--- config.mk ---
export PLATFORM = sky130hd
export DESIGN_NAME = rnd_lfsr_gen_flat
export DESIGN_NICKNAME = d
export VERILOG_FILES = /design/src/rtl/rnd_lfsr_gen_if.sv /design/src/rtl/rnd_lfsr_gen.sv /design/src/flat_wrapper.sv
export SDC_FILE = /design/constraint.sdc
export NUM_CORES = 1
export LEC_CHECK = 0
export BUFFER_PORTS_ARGS = -buffer_cell sky130_fd_sc_hd__clkbuf_2
export CAP_MARGIN = 20
export CORE_AREA = 2 2 50 52
export CTS_CLUSTER_SIZE = 14
export DETAILED_ROUTE_END_ITERATION = 8
export DIE_AREA = 0 0 52 54
export PLACE_DENSITY = 0.71
export SYNTH_ARGS = -nofsm -noshare
export SYNTH_HDL_FRONTEND = slang
export SYNTH_SLANG_ARGS = --single-unit
--- constraint.sdc ---
create_clock -name clk -period 1.53 [get_ports clk]
set_clock_uncertainty 0.15 [all_clocks]
set_input_delay 0 -clock clk [delete_from_list [all_inputs] [get_ports clk]]
set_output_delay 0 -clock clk [all_outputs]
set_load 0.005 [all_outputs]
--- src/rtl/rnd_lfsr_gen_if.sv ---
// Handshake bundle for the LFSR random-draw engine.
// Carries seed load, draw request, result and acceptance signals.
interface rnd_lfsr_gen_if #(
    parameter int WIDTH  = 6,
    parameter int OUT_W  = 2,
    parameter int DCNT_W = 8
);
    logic              seed_ld;
    logic [WIDTH-1:0]  seed;
    logic              start;
    logic              ready;
    logic              busy;
    logic              valid;
    logic [OUT_W-1:0]  rnd_out;
    logic [DCNT_W-1:0] draw_cnt;

    modport master (
        output seed_ld,
        output seed,
        output start,
        output ready,
        input  busy,
        input  valid,
        input  rnd_out,
        input  draw_cnt
    );

    modport slave (
        input  seed_ld,
        input  seed,
        input  start,
        input  ready,
        output busy,
        output valid,
        output rnd_out,
        output draw_cnt
    );
endinterface

--- src/rtl/rnd_lfsr_gen.sv ---
// Fibonacci LFSR random-draw engine: STEPS shifts per draw, result under valid/ready.
// Optional macro RND_ZERO_GUARD_EN replaces any all-zero load with 1 to avoid lockup.
module rnd_lfsr_gen #(
    parameter int               WIDTH      = 6,
    parameter logic [WIDTH-1:0] TAPS       = 6'b101010,
    parameter int               OUT_W      = 2,
    parameter int               STEPS      = 5,
    parameter logic [WIDTH-1:0] RESET_SEED = 1,
    parameter int               DCNT_W     = 8
) (
    input  logic         clk,
    input  logic         rst,
    rnd_lfsr_gen_if.slave bus
);
    localparam int CW = (STEPS < 1) ? 1 : $clog2(STEPS + 1);
    localparam logic [CW-1:0] LAST = CW'(STEPS - 1);

    typedef enum logic [1:0] {
        IDLE  = 2'd0,
        SHIFT = 2'd1,
        VALID = 2'd2
    } state_t;

    state_t            state_q;
    state_t            state_d;
    logic [WIDTH-1:0]  x_q;
    logic [WIDTH-1:0]  x_d;
    logic [CW-1:0]     cnt_q;
    logic [CW-1:0]     cnt_d;
    logic [DCNT_W-1:0] dcnt_q;
    logic [DCNT_W-1:0] dcnt_d;
    logic              fb;
    logic [WIDTH-1:0]  x_shift;

    // Any value written into the register passes through here; the zero
    // guard keeps the LFSR out of its all-zero lockup state.
    function automatic logic [WIDTH-1:0] load_val(input logic [WIDTH-1:0] v);
`ifdef RND_ZERO_GUARD_EN
        load_val = (v == '0) ? WIDTH'(1) : v;
`else
        load_val = v;
`endif
    endfunction

    assign fb      = ^(x_q & TAPS);
    assign x_shift = {x_q[WIDTH-2:0], fb};

    // Next-state and datapath update for the draw sequencer.
    always_comb begin
        state_d = state_q;
        x_d     = x_q;
        cnt_d   = cnt_q;
        dcnt_d  = dcnt_q;
        unique case (state_q)
            IDLE: begin
                if (bus.seed_ld) begin
                    x_d = load_val(bus.seed);
                end
                if (bus.start) begin
                    state_d = SHIFT;
                    cnt_d   = '0;
                end
            end
            SHIFT: begin
                x_d   = x_shift;
                cnt_d = cnt_q + CW'(1);
                if (cnt_q == LAST) begin
                    state_d = VALID;
                end
            end
            VALID: begin
                if (bus.ready) begin
                    dcnt_d = dcnt_q + DCNT_W'(1);
                    if (bus.start) begin
                        state_d = SHIFT;
                        cnt_d   = '0;
                    end else begin
                        state_d = IDLE;
                    end
                end
            end
            default: begin
                state_d = IDLE;
            end
        endcase
    end

    // State and datapath registers; reset aborts any draw in flight.
    always_ff @(posedge clk) begin
        if (!rst) begin
            state_q <= IDLE;
            x_q     <= load_val(RESET_SEED);
            cnt_q   <= '0;
            dcnt_q  <= '0;
        end else begin
            state_q <= state_d;
            x_q     <= x_d;
            cnt_q   <= cnt_d;
            dcnt_q  <= dcnt_d;
        end
    end

    assign bus.busy     = (state_q != IDLE);
    assign bus.valid    = (state_q == VALID);
    assign bus.rnd_out  = x_q[WIDTH-1 -: OUT_W];
    assign bus.draw_cnt = dcnt_q;
endmodule

--- src/flat_wrapper.sv ---
// flat-port wrapper written by rule: the top's interface ports become plain ports
module rnd_lfsr_gen_flat 
#(
    parameter int               WIDTH      = 6,
    parameter logic [WIDTH-1:0] TAPS       = 6'b101010,
    parameter int               OUT_W      = 2,
    parameter int               STEPS      = 5,
    parameter logic [WIDTH-1:0] RESET_SEED = 1,
    parameter int               DCNT_W     = 8
)
  (clk, rst, bus_seed_ld, bus_seed, bus_start, bus_ready, bus_busy, bus_valid, bus_rnd_out, bus_draw_cnt);
  rnd_lfsr_gen_if #(.WIDTH(WIDTH), .OUT_W(OUT_W), .DCNT_W(DCNT_W)) bus_i ();
  input  logic clk;
  input  logic rst;
  input wire logic [$bits(bus_i.seed_ld)-1:0] bus_seed_ld;
  input wire logic [$bits(bus_i.seed)-1:0] bus_seed;
  input wire logic [$bits(bus_i.start)-1:0] bus_start;
  input wire logic [$bits(bus_i.ready)-1:0] bus_ready;
  output wire logic [$bits(bus_i.busy)-1:0] bus_busy;
  output wire logic [$bits(bus_i.valid)-1:0] bus_valid;
  output wire logic [$bits(bus_i.rnd_out)-1:0] bus_rnd_out;
  output wire logic [$bits(bus_i.draw_cnt)-1:0] bus_draw_cnt;
  assign bus_i.seed_ld = bus_seed_ld;
  assign bus_i.seed = bus_seed;
  assign bus_i.start = bus_start;
  assign bus_i.ready = bus_ready;
  assign bus_busy = bus_i.busy;
  assign bus_valid = bus_i.valid;
  assign bus_rnd_out = bus_i.rnd_out;
  assign bus_draw_cnt = bus_i.draw_cnt;
  rnd_lfsr_gen #(.WIDTH(WIDTH), .TAPS(TAPS), .OUT_W(OUT_W), .STEPS(STEPS), .RESET_SEED(RESET_SEED), .DCNT_W(DCNT_W)) u_core (.clk(clk), .rst(rst), .bus(bus_i));
endmodule
==> results of run 1 <==
==> final timing paths <==
check,startpoint,endpoint,slack [ns]
worst max register to register,u_core.state_q[0],u_core.bus.draw_cnt[5],0.07
worst max-delay path,u_core.state_q[0],u_core.bus.draw_cnt[5],0.07
worst min-delay path,bus_seed_ld,u_core.x_q[1],0.003
worst min register to register,u_core.bus.draw_cnt[7],u_core.bus.draw_cnt[7],0.35
==> power by group <==
part           switching [mW]  total (mW)  internal [mW]
Clock                   0.156       0.258          0.102
Sequential             0.0214       0.537          0.516
Combinational          0.0680       0.151         0.0828
==> placed cells by master, fill, tap and decap left out, types with 4 or more instances in the layout <==
master / n
a21oi_1: 12
buf_4: 8
clkbuf_2: 22
dfxtp_1: 14
dlygate4sd3_1: 7
inv_1: 5
nand2_1: 4
nor2_1: 9
nor2b_1: 6
o221a_2: 4
xor2_1: 4
==> timing repair <==
item,in CTS,in global routing
buffers inserted,0,1
resized for setup,1,9
endpoints found under the hold margin,11,0
setup endpoints to repair,1,4
pin swaps,0,1
hold buffers,7,0
gates cloned,0,1
==> layer usage <==
metal / global-route usage [%] / wire length (microns)
met1: 17.5 / 876
met2: 30.8 / 1150
met3: 2.50 / 86
met4: 7.89 / 19
met5: 0 / 0
==> cells by family after synthesis <==
logic type / after synthesis / share of synthesized area (%)
simple gates: 37 / 22.9
flops: 19 / 39.8
compound gates: 29 / 21.1
mux: 1 / 1.05
xor+xnor: 5 / 4.58
fa+ha+maj: 3 / 3.93
buf+inv: 13 / 6.68
==> through the flow <==
step           hold slack, ns  area, sq um
2_1_floorplan          0.0226          956
3_5_place_dp            0.122         1110
6_report              0.00288         1250
4_1_cts               0.00106         1210
5_1_grt                0.0149         1250
3_3_place_gp            0.115         1110
==> state kept, by name, indices dropped and copies added, names as in the netlist <==
name and cells:
u_core.x_q 6, u_core.cnt_q 3, u_core.bus.draw_cnt 8, u_core.state_q 2
==> cell type report <==
class,instances,area [sq um]
Multi-Input combinational cell,76,533
Sequential cell,19,392
Tap cell,30,37.5
Inverter,5,18.8
Fill cell,222,1070
Timing Repair Buffer,37,240
Clock buffer,4,26.3
==> critical path: stages, from the launching register on <==
cell and delay, ns:
dfxtp_4 0.39, nand3b_4 0.18, or4_1 0.50, a21oi_1 0.16
==> summary.txt, run 1 <==
Power and ir drop
  – Peak VDD IR: 0.577 mV
  – Power Total: 0.945 mW
  – Pwr dens: 758 mW/mm^2
  – P_leak: 0.532 nW

Final layout
  – Post-Layout Cell Count: 171
  – Util after Layout: 53.8%
  – # diodes: 0
  – Layout cells sized above 1: 34.8%
  – Nets: 156
  – Area Growth Syn to Fin: 30.5%

Run status
  – Status: finished, final reports clean

Timing
  – Max Clk Rate: 687 MHz
  – RSZ-0062 raised after global routing: no
  – TNS Setup: 0 ns
  – Final Max Slew Viols: 0
  – Count of final hold-check violations: 0
  – Final period util: 95.2%
  – Fin crit period: 1.46 ns
  – Measured slew at the worst slew-check pin: 0.468 ns
  – Final WS setup: 0.0737 ns
  – Endpoints failing setup: 0
  – Slew margin rel.: 68.7%

Floorplan
  – # rows: 18
  – Num ports: 23
  – Core region area: 0.00232 sq mm
  – Die H: 54 microns
  – Initial Util: 41.2%
  – Die width: 52 microns
  – Die area: 0.00281 sq mm

Placed design
  – PortBufs: 22
  – Placed cell count: 158
  – Dpl ws: 0.0241 ns
  – HPWL Detailed: 1550 microns
  – RD Place Congestion: 0.710

Synthesis
  – FF+latch count, synth: 19
  – Post-synth top area cell: dfxtp_1
  – Yosys warning count: 0
  – Synth top cells by count: dfxtp_1, a21oi_1, nor2_1
  – Synthesized Nets: 121
  – Post-Syn Instances: 107
  – Mapped cell area: 956 sq um
  – Top-area cell type share of the netlist area: 39.8%
  – Primary FF master, synth: dfxtp_1
  – Yosys cell types: 34
  – Syn Area/Cell: 8.93 sq um
  – Seq/Total Area, Yosys: 39.8%
  – EDFF count, synth: 0
  – Synth top area cells: dfxtp_1, a21oi_1, o221a_2
  – Synth async-reset ratio: 0%
  – Most common cell in the netlist: dfxtp_1

Setup path
  – WP data arrival: 1.54 ns
  – Length in cells of the worst reg-to-reg path: 3
  – WS Path Type: flop to flop
  – Crit path max fanout: 9
  – Crit end category: flop
  – Worst Setup Start Kind: flop
  – CP required: 1.61 ns

Drt
  – Total number of vias: 875
  – Routed WL: 2140 microns
  – Drt wl/cell: 12.5 microns
  – DR vias/cell: 5.12
  – First drt pass iteration count: 4
  – ANT nets after route: 0
  – 1st-iter DRT viols: 11
  – DRC violations left: 0

GRT
  – Antenna violations before repair: 0
  – First-pass GRT wire length: 3350 microns
  – GRT overflow: 0
  – Pin count of the biggest net entering global routing: 15
  – Gr usage total: 16.3%
  – Number of global-route vias before repair: 822

Clocking
  – TritonCTS Buffers: 3
  – Clock-pin slew on the worst setup and hold paths: 0.11 ns
  – CTS root buf: clkbuf_4
  – Worst-skew pair later-pin latency: 0.30 ns
  – Clock sinks: 19
  – Clock Path Buffers: 2
  – TritonCTS clock tree: built
  – Htree depth: 1

Flow run
  – Maxcap violations: 0

Hold path
  – Hold Path Cell Cnt: 3
  – Hold crit path type: input pin to flop
(Power assumes the default switching activity.)
==> inputs of run 2 (changes only) <==
ABC_AREA = 1   (was not set)
==> run 2 against run 1 <==
  * Count of clock-buffer cells in the layout shrank 1
  * Critical endpoint is now u_core.x_q[5]
  * Flip-flop and latch count unchanged
  * Critical path type unchanged
  * Synthesized cell count increased by 23%
  * Sequential power up 3%
  * Largest cell class unchanged
  * Clock power shrank 3%
  * Fmax grew 8.0%
  * Utilization is 1.9 points lower
==> summary.txt, run 2 <==
Final layout
  – Multi-input logic area: 473 sq um
  – Nets: 179
  – Sequential cell area: 380 sq um
  – Max reg flops: 8
  – Area Growth Syn to Fin: 25.9%
  – Layout cells sized above 1: 25.0%
  – FILL cells: 241
  – Util after Layout: 51.9%
  – Most frequent cells in the layout: nand2_1, clkbuf_2, dfxtp_1
  – # diodes: 0
  – Most common cell after layout, fill and taps aside: nand2_1

Floorplan
  – Die width: 52 microns
  – Initial Util: 41.2%
  – Die area: 0.00281 sq mm
  – # rows: 18
  – Core region area: 0.00232 sq mm
  – Num ports: 23
  – Die H: 54 microns

Timing
  – Max Clk Rate: 741 MHz
  – TNS Setup: 0 ns
  – Slew margin rel.: 81.0%
  – Final period util: 88.2%
  – Final Max Slew Viols: 0
  – Final WS setup: 0.181 ns
  – Count of final hold-check violations: 0
  – RSZ-0062 raised after global routing: no
  – Measured slew at the worst slew-check pin: 0.285 ns
  – Fin crit period: 1.35 ns
  – Endpoints failing setup: 0

Clocking
  – Setup bufs post-CTS: 0
  – Clock sinks: 19
  – Clock-pin slew on the worst setup and hold paths: 0.11 ns
  – Clock Path Buffers: 2
  – CTS root buf: clkbuf_4
  – Worst-skew pair later-pin latency: 0.29 ns
  – TritonCTS Buffers: 3
  – Htree depth: 1
  – TritonCTS clock tree: built

GRT
  – GRT overflow: 0
  – Gr usage total: 17.4%
  – Met2 Track Usage GR: 32.3%
  – Met3 Use GR: 5.83%
  – GRT Max-Usage Layer: met2
  – Number of global-route vias before repair: 924
  – Pin count of the biggest net entering global routing: 12
  – First-pass GRT wire length: 3630 microns
  – Antenna violations before repair: 0
  – Met1 usage in global routing: 18.1%

Synthesis
  – Most common cell in the netlist: nand2_1
  – Synth async-reset ratio: 0%
  – Top-area cell type share of the netlist area: 39.8%
  – Yosys warning count: 0
  – EDFF count, synth: 0
  – Seq/Total Area, Yosys: 39.8%
  – Mapped cell area: 956 sq um
  – FF+latch count, synth: 19
  – Primary FF master, synth: dfxtp_1
  – Synth top area cells: dfxtp_1, nand2_1, a21oi_1
  – Synthesized Nets: 146
  – Post-synth top area cell: dfxtp_1
  – Syn Area/Cell: 7.24 sq um
  – Post-Syn Instances: 132
  – Yosys cell types: 27
  – Synth top cells by count: nand2_1, dfxtp_1, a21oi_1

Setup path
  – Crit path max fanout: 11
  – Worst Setup Start Kind: flop
  – Crit end category: flop
  – Worst setup path startpoint: u_core.state_q[0]
  – CP required: 1.60 ns
  – WP data arrival: 1.42 ns
  – Worst R2R Start: u_core.state_q[0]
  – WS Path Type: flop to flop

Power and ir drop
  – Peak VDD IR: 0.663 mV
  – P_leak: 0.563 nW
  – Pwr dens: 827 mW/mm^2

Hold path
  – Hold crit path type: flop to flop
  – HP Start: u_core.cnt_q[1]

Drt
  – First drt pass iteration count: 4
  – DR vias/cell: 4.94
  – ANT nets after route: 0
  – 1st-iter DRT viols: 12
  – Total number of vias: 959
  – DRC violations left: 0
  – Routed WL: 2080 microns
  – Drt wl/cell: 10.7 microns

Placed design
  – PortBufs: 22
  – HPWL Detailed: 1540 microns
  – Dpl ws: 0.191 ns
  – RD Place Congestion: 0.803

Run status
  – Status: finished, final reports clean

Flow run
  – Maxcap violations: 0
[run 2: layout make-up]
cell class	count	share of cell area, %
Multi-Input combinational cell	90	39.3
Sequential cell	19	31.6
Timing Repair Buffer	33	18.1
Inverter	18	5.61
Tap cell	30	3.12
Clock buffer	3	1.87
Clock inverter	1	0.416
[run 2: logic make-up after synthesis]
| family | count (synthesis) | share of synthesized area, % |
|---|---|---|
| xor gates and xnor gates | 2 | 1.83 |
| AOI/OAI and AO/OA | 25 | 14.0 |
| DFF | 19 | 39.8 |
| adders and majority gates | 3 | 3.93 |
| buffers and inverters | 23 | 11.0 |
| and+or+nand+nor | 60 | 29.5 |
[run 2: path summary, 6_finish.rpt]
check / end / slack [ns] / depth (start not counted)
worst max-delay path: u_core.x_q[5] / 0.18 / 6
worst min-delay path: u_core.cnt_q[1] / 0.35 / 2
worst max register to register: u_core.x_q[5] / 0.18 / 6
worst min register to register: u_core.cnt_q[1] / 0.35 / 2
[run 2: timing repair]
action	in CTS	in global routing
setup endpoints to repair	0	1
gates resized for setup	0	1
hold endpoints to repair	17	0
hold buffers	10	0
[run 2: per-layer routing]
layer | part of all wire, % | vias up
met2 | 48 | 26
met1 | 45 | 435
li1 | - | 492
met3 | 3.9 | 6
met4 | 2.4 | 0
met5 | 0 | -
[run 2: through the flow]
step	cell area, sq um	power, mW	cells	hold slack, ns
2_1_floorplan	956	0.692	132	0.0104
3_3_place_gp	1070	0.729	180	0.126
3_5_place_dp	1070	0.737	180	0.132
4_1_cts	1200	1.01	194	0.354
5_1_grt	1200	1.06	194	0.385
6_report	1200	0.996	194	0.348
[run 2: report_power, final]
part / total (mW) / switching [mW] / leakage, nW / internal, mW
clock: 0.249 / 0.152 / 0.0177 / 0.0973
combinational: 0.195 / 0.109 / 0.390 / 0.0854
sequential: 0.552 / 0.0264 / 0.155 / 0.525
total: 0.996 / 0.288 / 0.563 / 0.708
[run 2: worst max-delay path: stages, from the launching register on]
cell and delay, ns:
dfxtp_1 0.34, inv_2 0.09, nor2_2 0.20, inv_2 0.11
nand2_2 0.17, o21ai_1 0.08, a21oi_1 0.14
